`config.mk`:
```
export PLATFORM = sky130hd
export DESIGN_NAME = instr_decode_stage
export DESIGN_NICKNAME = d
export VERILOG_FILES = /design/src/rtl/instr_decode_pkg.sv /design/src/rtl/instr_field_decode.sv /design/src/rtl/instr_decode_stage.sv
export SDC_FILE = /design/constraint.sdc
export NUM_CORES = 1
export LEC_CHECK = 0
export CAP_MARGIN = 40
export CELL_PAD_IN_SITES_DETAIL_PLACEMENT = 0
export CELL_PAD_IN_SITES_GLOBAL_PLACEMENT = 1
export CORE_ASPECT_RATIO = 0.8
export CORE_MARGIN = 3
export CORE_UTILIZATION = 42
export CTS_CLUSTER_SIZE = 14
export DETAILED_ROUTE_END_ITERATION = 8
export PLACE_DENSITY = 0.83
export REMOVE_ABC_BUFFERS = 1
export SLEW_MARGIN = 5
export SYNTH_ARGS = -nofsm -noshare
export SYNTH_HDL_FRONTEND = slang
export SYNTH_SLANG_ARGS = --single-unit
```
`constraint.sdc`:
```
create_clock -name clk -period 3.3 [get_ports clk]
set_clock_uncertainty 0.2 [all_clocks]
set_input_delay 0.66 -clock clk [delete_from_list [all_inputs] [get_ports clk]]
set_output_delay 0.66 -clock clk [all_outputs]
set_load 0.01 [all_outputs]
```
`src/rtl/instr_decode_pkg.sv`:
```
// Shared decode constants: opcodes, one-hot dec bit indices, immediate formats.
// Used by instr_field_decode and instr_decode_stage.
package instr_decode_pkg;

    localparam logic [6:0] OPC_LUI    = 7'b0110111;
    localparam logic [6:0] OPC_AUIPC  = 7'b0010111;
    localparam logic [6:0] OPC_JALR   = 7'b1100111;
    localparam logic [6:0] OPC_JAL    = 7'b1101111;
    localparam logic [6:0] OPC_BRANCH = 7'b1100011;
    localparam logic [6:0] OPC_STORE  = 7'b0100011;
    localparam logic [6:0] OPC_LOAD   = 7'b0000011;
    localparam logic [6:0] OPC_OP_IMM = 7'b0010011;
    localparam logic [6:0] OPC_OP     = 7'b0110011;

    localparam int DEC_LUI    = 0;
    localparam int DEC_AUIPC  = 1;
    localparam int DEC_JALR   = 2;
    localparam int DEC_JAL    = 3;
    localparam int DEC_BRANCH = 4;
    localparam int DEC_STORE  = 5;
    localparam int DEC_LOAD   = 6;
    localparam int DEC_OP_IMM = 7;
    localparam int DEC_OP     = 8;
    localparam int DEC_W      = 9;

    typedef enum logic [2:0] {
        IMM_I,
        IMM_S,
        IMM_B,
        IMM_U,
        IMM_J,
        IMM_NONE
    } imm_fmt_t;

endpackage

```
`src/rtl/instr_field_decode.sv`:
```
// Combinational RV32I field decoder: opcode -> one-hot dec, register fields,
// sign-extended immediate and illegal flag.
module instr_field_decode
    import instr_decode_pkg::*;
#(
    parameter int XLEN = 32
) (
    input  logic [XLEN-1:0]  instr,
    output logic [DEC_W-1:0] dec,
    output logic [2:0]       fun_3,
    output logic             fun_7,
    output logic [4:0]       rd,
    output logic [4:0]       rs1,
    output logic [4:0]       rs2,
    output logic [XLEN-1:0]  imm,
    output logic             illegal
);

    imm_fmt_t fmt;

    always_comb begin
        dec = '0;
        fmt = IMM_NONE;
        case (instr[6:0])
            OPC_LUI:    begin dec[DEC_LUI]    = 1'b1; fmt = IMM_U; end
            OPC_AUIPC:  begin dec[DEC_AUIPC]  = 1'b1; fmt = IMM_U; end
            OPC_JALR:   begin dec[DEC_JALR]   = 1'b1; fmt = IMM_I; end
            OPC_JAL:    begin dec[DEC_JAL]    = 1'b1; fmt = IMM_J; end
            OPC_BRANCH: begin dec[DEC_BRANCH] = 1'b1; fmt = IMM_B; end
            OPC_STORE:  begin dec[DEC_STORE]  = 1'b1; fmt = IMM_S; end
            OPC_LOAD:   begin dec[DEC_LOAD]   = 1'b1; fmt = IMM_I; end
            OPC_OP_IMM: begin dec[DEC_OP_IMM] = 1'b1; fmt = IMM_I; end
            OPC_OP:     begin dec[DEC_OP]     = 1'b1; fmt = IMM_NONE; end
            default:    ;
        endcase
    end

    always_comb begin
        imm = '0;
        case (fmt)
            IMM_I: imm = {{(XLEN-12){instr[31]}}, instr[31:20]};
            IMM_S: imm = {{(XLEN-12){instr[31]}}, instr[31:25],
                          instr[11:7]};
            IMM_B: imm = {{(XLEN-12){instr[31]}}, instr[7],
                          instr[30:25], instr[11:8], 1'b0};
            IMM_U: imm = {{(XLEN-32){instr[31]}}, instr[31:12], 12'b0};
            IMM_J: imm = {{(XLEN-20){instr[31]}}, instr[19:12],
                          instr[20], instr[30:21], 1'b0};
            default: imm = '0;
        endcase
    end

    assign fun_3   = instr[14:12];
    assign fun_7   = instr[30];
    assign rd      = instr[11:7];
    assign rs1     = instr[19:15];
    assign rs2     = instr[24:20];
    assign illegal = (dec == '0) || (instr[1:0] != 2'b11);

endmodule

```
`src/rtl/instr_decode_stage.sv`:
```
// Decode stage: field decode behind a two-entry skid buffer plus illegal counter.
// DEC_ILLEGAL_TRAP_EN: illegal words raise sticky ill and stall input until ill_clr.
module instr_decode_stage
    import instr_decode_pkg::*;
#(
    parameter int XLEN  = 32,
    parameter int CNT_W = 8
) (
    input  logic             clk,
    input  logic             rst_n,
    input  logic             in_valid,
    output logic             in_ready,
    input  logic [XLEN-1:0]  in_instr,
    input  logic [XLEN-1:0]  in_pc,
    output logic             out_valid,
    input  logic             out_ready,
    output logic [DEC_W-1:0] dec,
    output logic [2:0]       fun_3,
    output logic             fun_7,
    output logic [4:0]       rd,
    output logic [4:0]       rs1,
    output logic [4:0]       rs2,
    output logic [XLEN-1:0]  imm,
    output logic [XLEN-1:0]  pc_out,
    output logic             ill,
    input  logic             ill_clr,
    output logic [CNT_W-1:0] ill_cnt
);

    localparam int BW = DEC_W + 3 + 1 + 15 + 2 * XLEN;

    logic [DEC_W-1:0] d_dec;
    logic [2:0]       d_fun_3;
    logic             d_fun_7;
    logic [4:0]       d_rd;
    logic [4:0]       d_rs1;
    logic [4:0]       d_rs2;
    logic [XLEN-1:0]  d_imm;
    logic             d_illegal;

    logic [BW-1:0] in_b;
    logic [BW-1:0] main_q;
    logic [BW-1:0] skid_q;
    logic          main_v;
    logic          skid_v;
    logic          in_fire;
    logic          enq;

    instr_field_decode #(.XLEN(XLEN)) u_fd (
        .instr   (in_instr),
        .dec     (d_dec),
        .fun_3   (d_fun_3),
        .fun_7   (d_fun_7),
        .rd      (d_rd),
        .rs1     (d_rs1),
        .rs2     (d_rs2),
        .imm     (d_imm),
        .illegal (d_illegal)
    );

    assign in_b = {d_dec, d_fun_3, d_fun_7, d_rd, d_rs1, d_rs2,
                   d_imm, in_pc};
    assign in_fire = in_valid && in_ready;

`ifdef DEC_ILLEGAL_TRAP_EN
    logic ill_q;

    assign in_ready = !skid_v && !ill_q;
    assign enq      = in_fire && !d_illegal;
    assign ill      = ill_q;

    always_ff @(posedge clk or negedge rst_n) begin
        if (!rst_n) begin
            ill_q <= 1'b0;
        end else if (in_fire && d_illegal) begin
            ill_q <= 1'b1;
        end else if (ill_clr) begin
            ill_q <= 1'b0;
        end
    end
`else
    logic unused_ill_clr;

    assign unused_ill_clr = ill_clr;
    assign in_ready       = !skid_v;
    assign enq            = in_fire;
    assign ill            = 1'b0;
`endif

    // Skid only fills when main is stalled; it always drains before new input.
    always_ff @(posedge clk or negedge rst_n) begin
        if (!rst_n) begin
            main_v <= 1'b0;
            skid_v <= 1'b0;
            main_q <= '0;
            skid_q <= '0;
        end else if (!main_v || out_ready) begin
            if (skid_v) begin
                main_q <= skid_q;
                main_v <= 1'b1;
                skid_v <= 1'b0;
            end else if (enq) begin
                main_q <= in_b;
                main_v <= 1'b1;
            end else begin
                main_v <= 1'b0;
            end
        end else if (enq) begin
            skid_q <= in_b;
            skid_v <= 1'b1;
        end
    end

    always_ff @(posedge clk or negedge rst_n) begin
        if (!rst_n) begin
            ill_cnt <= '0;
        end else if (in_fire && d_illegal && ill_cnt != '1) begin
            ill_cnt <= ill_cnt + 1'b1;
        end
    end

    assign out_valid = main_v;
    assign {dec, fun_3, fun_7, rd, rs1, rs2, imm, pc_out} = main_q;

endmodule

```
==> results of run 1 <==
==> logic make-up (layout without fill, tap and decap cells) <==
logic type,count (synthesis),in the layout,synth area share [%]
and+or+nand+nor,392,392,19.6
DFF,194,194,57.3
AOI/OAI and AO/OA,169,169,12.8
buffers and inverters,59,230,2.98
muxes,54,54,6.44
xor gates and xnor gates,7,7,0.723
adders and majority gates,1,1,0.148
other,1,1,0.0442
==> stage by stage <==
step	setup TNS, ps	hold WS, ps	utilization [%]
floorplan	-381370	164	-
global placement	0	249	54.3
detailed placement	0	251	54.3
CTS	0	99.2	57.5
global route	0	119	57.5
finish	0	82.0	57.5
==> power groups by stage <==
stage	sequential (mW)	clock [mW]	combinational (mW)
after CTS	3.06	2.26	1.53
after global routing	3.12	2.37	1.66
after global placement	3.09	0	1.50
final	3.06	2.22	1.51
after detailed placement	3.10	0	1.53
after floorplan	3.18	0	0.573
==> path summary, 6_finish.rpt <==
path	startpoint	to	cells past startpoint
hold / removal	rst_n	main_q[19]$_DFFE_PN0P_	1
setup / recovery	skid_v$_DFFE_PN0P_	in_ready	2
min in group clk	skid_q[43]$_DFFE_PN0P_	skid_q[43]$_DFFE_PN0P_	2
hold reg to reg	skid_q[43]$_DFFE_PN0P_	skid_q[43]$_DFFE_PN0P_	2
max in group asynchronous	rst_n	main_q[62]$_DFFE_PN0P_	2
setup reg to reg	skid_v$_DFFE_PN0P_	main_q[26]$_DFFE_PN0P_	4
==> cells in the mapped netlist, drive strengths merged (2+ instances only) <==
| cell type | count |
|---|---|
| a211oi | 21 |
| a21oi | 36 |
| a22oi | 4 |
| and3 | 14 |
| and3b | 2 |
| and4b | 2 |
| buf | 24 |
| clkbuf | 32 |
| dfrtp | 194 |
| inv | 3 |
| mux2i | 53 |
| nand2 | 275 |
| nand3 | 7 |
| nand3b | 2 |
| nand4 | 6 |
| nor2 | 50 |
| nor2b | 4 |
| nor3 | 23 |
| o211ai | 3 |
| o21a | 5 |
| o21ai | 86 |
| o311ai | 3 |
| o31ai | 6 |
| xnor2 | 7 |
==> area by class of cell <==
class / count / area [um2]
fill: 1769 / 8220
sequential: 194 / 4860
multi-input combinational: 624 / 3400
timing repair buffer: 195 / 1930
clock buffer: 21 / 450
tap: 258 / 323
clock inverter: 11 / 175
inverter: 3 / 11.3
==> registers in the layout (all words and copies together) (netlist names) <==
register	count
main_q	92
skid_q	92
ill_cnt	8
out_valid	1
skid_v	1
==> layer usage <==
layer / track usage (%) / vias to the layer above / share of wire [%]
met2: 29.2 / 188 / 42
met4: 4.84 / 4 / 0.87
li1: - / 3272 / -
met3: 5.04 / 19 / 6.6
met1: 31.5 / 3235 / 50
met5: 0 / - / 0.12
==> flow_summary.yaml, run 1 <==
run_status:
  status: "finished, final reports clean"
timing:
  rsz0062_at_grt: "false"
  clock.fmax_mhz: 360
  fin_crit_ps: 2780
  slew_viol_final: 0
  post-route-period-util_pct: 84.3
  hold_viol: 0
  worst_slew_pin_slew_ps: 687
  relSlewSlack_pct: 54.2
  setup_viol: 0
  setup_slack_ps: 519
grt:
  grt_antenna_before_repair: 2
  grt_pass1_wl_um: 35700
  gr-total-overflow: 0
  grt_pass1_vias: 6490
  grt_max_degree: 84
  grt_use_total_pct: 20.5
floorplanning:
  fp.coreArea_mm2: 0.0194
  row_count: 45
  die-area_mm2: 0.0219
  ios: 172
  die_w_um: 165
  start_util_pct: 43.8
  fp.dieH_um: 133
setup_path:
  cp_slowest_cell: "clkdlybuf4s50_1"
  path_cells: "inv_2, clkdlybuf4s50_1"
  end_kind: "output pin"
  critPathRequiredTime_ps: 2440
  crit_family: "buffers and inverters"
  start_kind: "flip-flop"
  crit_path_max_incr_delay_ps: 630
  path_class: "flip-flop to output pin"
  critical_path_arrival_ps: 1920
  path_buf_inv: 2
  critPathMaxFanout: 13
  r2r_setup_slack_ps: 950
logic_synthesis:
  synth.area.top_cells: "dfrtp_1, nand2_1, mux2i_1"
  syn-cell-area_mm2: 0.00848
  async_reset_ff_share_pct: 100
  ys_ff_latch: 194
  synthCells: 877
  synth_warnings: 0
  syn_avg_cell_area_um2: 9.66
  synth_edf_count: 0
  synth_top_area_share_pct: 57.3
  synth_ff_type: "dfrtp_1"
  synth_area_leader_cell: "dfrtp_1"
  seq_area_frac_synth_pct: 57.3
  synth_cell_types: 51
clocking:
  cts.htree.levels: 4
  cts_resized: 0
  cts.sinks: 194
  cts_hold_buf: 0
  cts_tree: "done"
  root_buffer: "clkbuf_16"
  cts_buffers: 17
  clk_latency_ps: 430
  cts_buffer_depth: 2
  cts_setup_buffers: 0
  clkSlewWorstSetupHoldPaths_ps: 70
route:
  wirelength_um: 22000
  ant_nets: 0
  vias: 6718
  vias_per_cell: 5.14
  dr.pass1.iters: 5
  wl_per_cell_um: 16.8
  drt_iter0_drc: 520
  drc: 0
place:
  dp.cells: 1274
  gp_congestion: 0.800
  hpwl_um: 14700
  place_area_mm2: 0.0105
  dp_slack_ps: 259
  io_buffers: 169
final_layout:
  antenna_cells: 0
  syn_to_final_growth_pct: 31.5
  drive_above_1_share_pct: 8.21
  stdcell_count: 1306
  final_common_cell: "nand2_1"
  final_cell_mix: "nand2_1, dfrtp_1, clkdlybuf4s50_1"
  fin_area_mm2: 0.0111
  nets: 1105
pwr:
  pwr-share-clk_pct: 32.7
  sw_frac_of_total_pct: 28.2
  seq_power_share_pct: 45.1
  p_int_mw: 4.87
  peakVddDrop_uv: 291
  leakagePower_nw: 4.91
  p_total_mw: 6.78
  comb_power_share_pct: 22.2
  p_per_area_mw_per_mm2: 609
  p_sw_mw: 1.91
worst_hold_path:
  hold_class: "primary input to async pin"
flow_run:
  maxCapViolations: 0
Note: power is estimated with default switching activity, not from simulation.
==> inputs of run 2 (changes only) <==
Settings changed: CORE_UTILIZATION 42 to 35, PLACE_DENSITY 0.83 to 0.73.
Clock period 3.3 ns to 2.2 ns, I/O delays scaled along.
==> run 2 against run 1 <==
Sequential power grew 50%. Via count grew 2.2%. Non-clock buffer count grew 43. Cell area grew 4.4%. Critical path type unchanged.
==> flow_summary.yaml, run 2 (synthesized netlist as in run 1, its figures left out) <==
run_status:
  status: "finished, final reports clean"
timing:
  setup_viol: 0
  tns_ps: 0
  hold_ws_ps: 275
  clock.fmax_mhz: 480
  slew_viol_final: 0
  relSlewSlack_pct: 59.2
  fin_crit_ps: 2080
  hold_viol: 0
  post-route-period-util_pct: 94.8
  rsz0062_at_grt: "false"
  worst_slew_pin_slew_ps: 612
grt:
  grt_max_degree: 56
  gr-total-overflow: 0
  grt_antenna_before_repair: 1
  grt_pass1_vias: 6863
  grt_use_total_pct: 18.3
  grt_pass1_wl_um: 38800
place:
  io_buffers: 169
  place_area_mm2: 0.0110
  gp_congestion: 0.835
  hpwl_um: 16300
floorplanning:
  die-area_mm2: 0.0261
  fp.dieH_um: 145
  die_w_um: 180
  fp.coreArea_mm2: 0.0236
  start_util_pct: 35.9
  ios: 172
  row_count: 50
setup_path:
  path_cells: "clkdlybuf4s50_1"
  crit_family: "buffers and inverters"
  critPathMaxFanout: 4
  crit_path_max_incr_delay_ps: 570
  cp-startpoint: "ill_cnt[6]$_DFFE_PN0P_"
  r2r_start: "skid_v$_DFFE_PN0P_"
  end_kind: "output pin"
  path_buf_inv: 1
  cp_slowest_cell: "clkdlybuf4s50_1"
  critical_path_arrival_ps: 1440
  critPathRequiredTime_ps: 1560
  start_kind: "flip-flop"
  path_class: "flip-flop to output pin"
route:
  dr.pass1.iters: 6
  drt_iter0_drc: 572
  ant_nets: 0
  wl_per_cell_um: 16.8
  vias_per_cell: 4.89
  drc: 0
  wirelength_um: 23600
  vias: 6864
final_layout:
  syn_to_final_growth_pct: 37.3
  fin_area_mm2: 0.0116
  final_common_cell: "nand2_1"
  final_cell_mix: "nand2_1, dfrtp_1, clkdlybuf4s50_1"
  reg_top3: "main_q x92, skid_q x92, ill_cnt x8"
  antenna_cells: 0
  drive_above_1_share_pct: 12.2
  nets: 1148
clocking:
  root_buffer: "clkbuf_16"
  clkSlewWorstSetupHoldPaths_ps: 70
  cts_setup_buffers: 0
  cts.htree.levels: 4
  cts_buffers: 17
  cts_buffer_depth: 2
  cts.sinks: 194
  clk_latency_ps: 430
  cts_tree: "done"
worst_hold_path:
  hold_class: "flip-flop to flip-flop"
  hp-start: "skid_q[19]$_DFFE_PN0P_"
pwr:
  peakVddDrop_uv: 550
  leakagePower_nw: 5.15
  p_per_area_mw_per_mm2: 873
  p_total_mw: 10.2
flow_run:
  maxCapViolations: 0
[run 2: cell count changes in the layout (fill, tap and decap cells not counted), moves of 2 or more]
cell	before	now
inv_8	0	3
buf_12	3	12
buf_4	23	56
clkbuf_1	3	0
bufinv_16	4	2
clkinv_4	2	6
[run 2: metrics by stage]
stage	instances	setup slack [ps]	util, %
after floorplan	821	-4000	-
after global routing	1403	14.0	49.4
after detailed placement	1370	-325	46.7
after global placement	1370	-280	46.7
after CTS	1403	68.4	49.3
final	1403	115	49.4
[run 2: final timing paths]
| path | endpoint | slack, ps | depth (start not counted) |
|---|---|---|---|
| setup / recovery | ill_cnt[6] | 120 | 1 |
| hold / removal | skid_q[19]$_DFFE_PN0P_ | 270 | 2 |
| setup reg to reg | skid_q[62]$_DFFE_PN0P_ | 360 | 7 |
| hold reg to reg | skid_q[19]$_DFFE_PN0P_ | 270 | 2 |
| max in group asynchronous | skid_q[25]$_DFFE_PN0P_ | 820 | 3 |
| min in group asynchronous | main_q[1]$_DFFE_PN0P_ | 320 | 2 |
[run 2: repair_timing]
item,in CTS,in global routing
endpoints found under the setup margin,1,6
hold buffers,1,0
hold endpoints to repair,42,0
gates resized for setup,1,2
gates cloned,0,0
[run 2: per-layer routing]
metal | up-vias | GRT usage (%) | wire, um
li1 | 3361 | - | -
met1 | 3300 | 27.9 | 12100
met2 | 184 | 26.8 | 10100
met3 | 17 | 4.39 | 1230
met4 | 2 | 3.21 | 163
met5 | - | 0 | 13
[run 2: final cells by class]
class                           count  area (um2)
Multi-Input combinational cell    624        3420
Clock buffer                       17         425
Sequential cell                   194        4860
Clock inverter                     15         175
Timing Repair Buffer              238        2360
Inverter                            3        11.3
Fill cell                        2232       11900
Tap cell                          312         390
[run 2: power by group]
part / switching, mW / internal, mW / total (mW)
clock network: 1.48 / 1.71 / 3.19
registers: 0.407 / 4.19 / 4.60
logic: 1.12 / 1.25 / 2.37
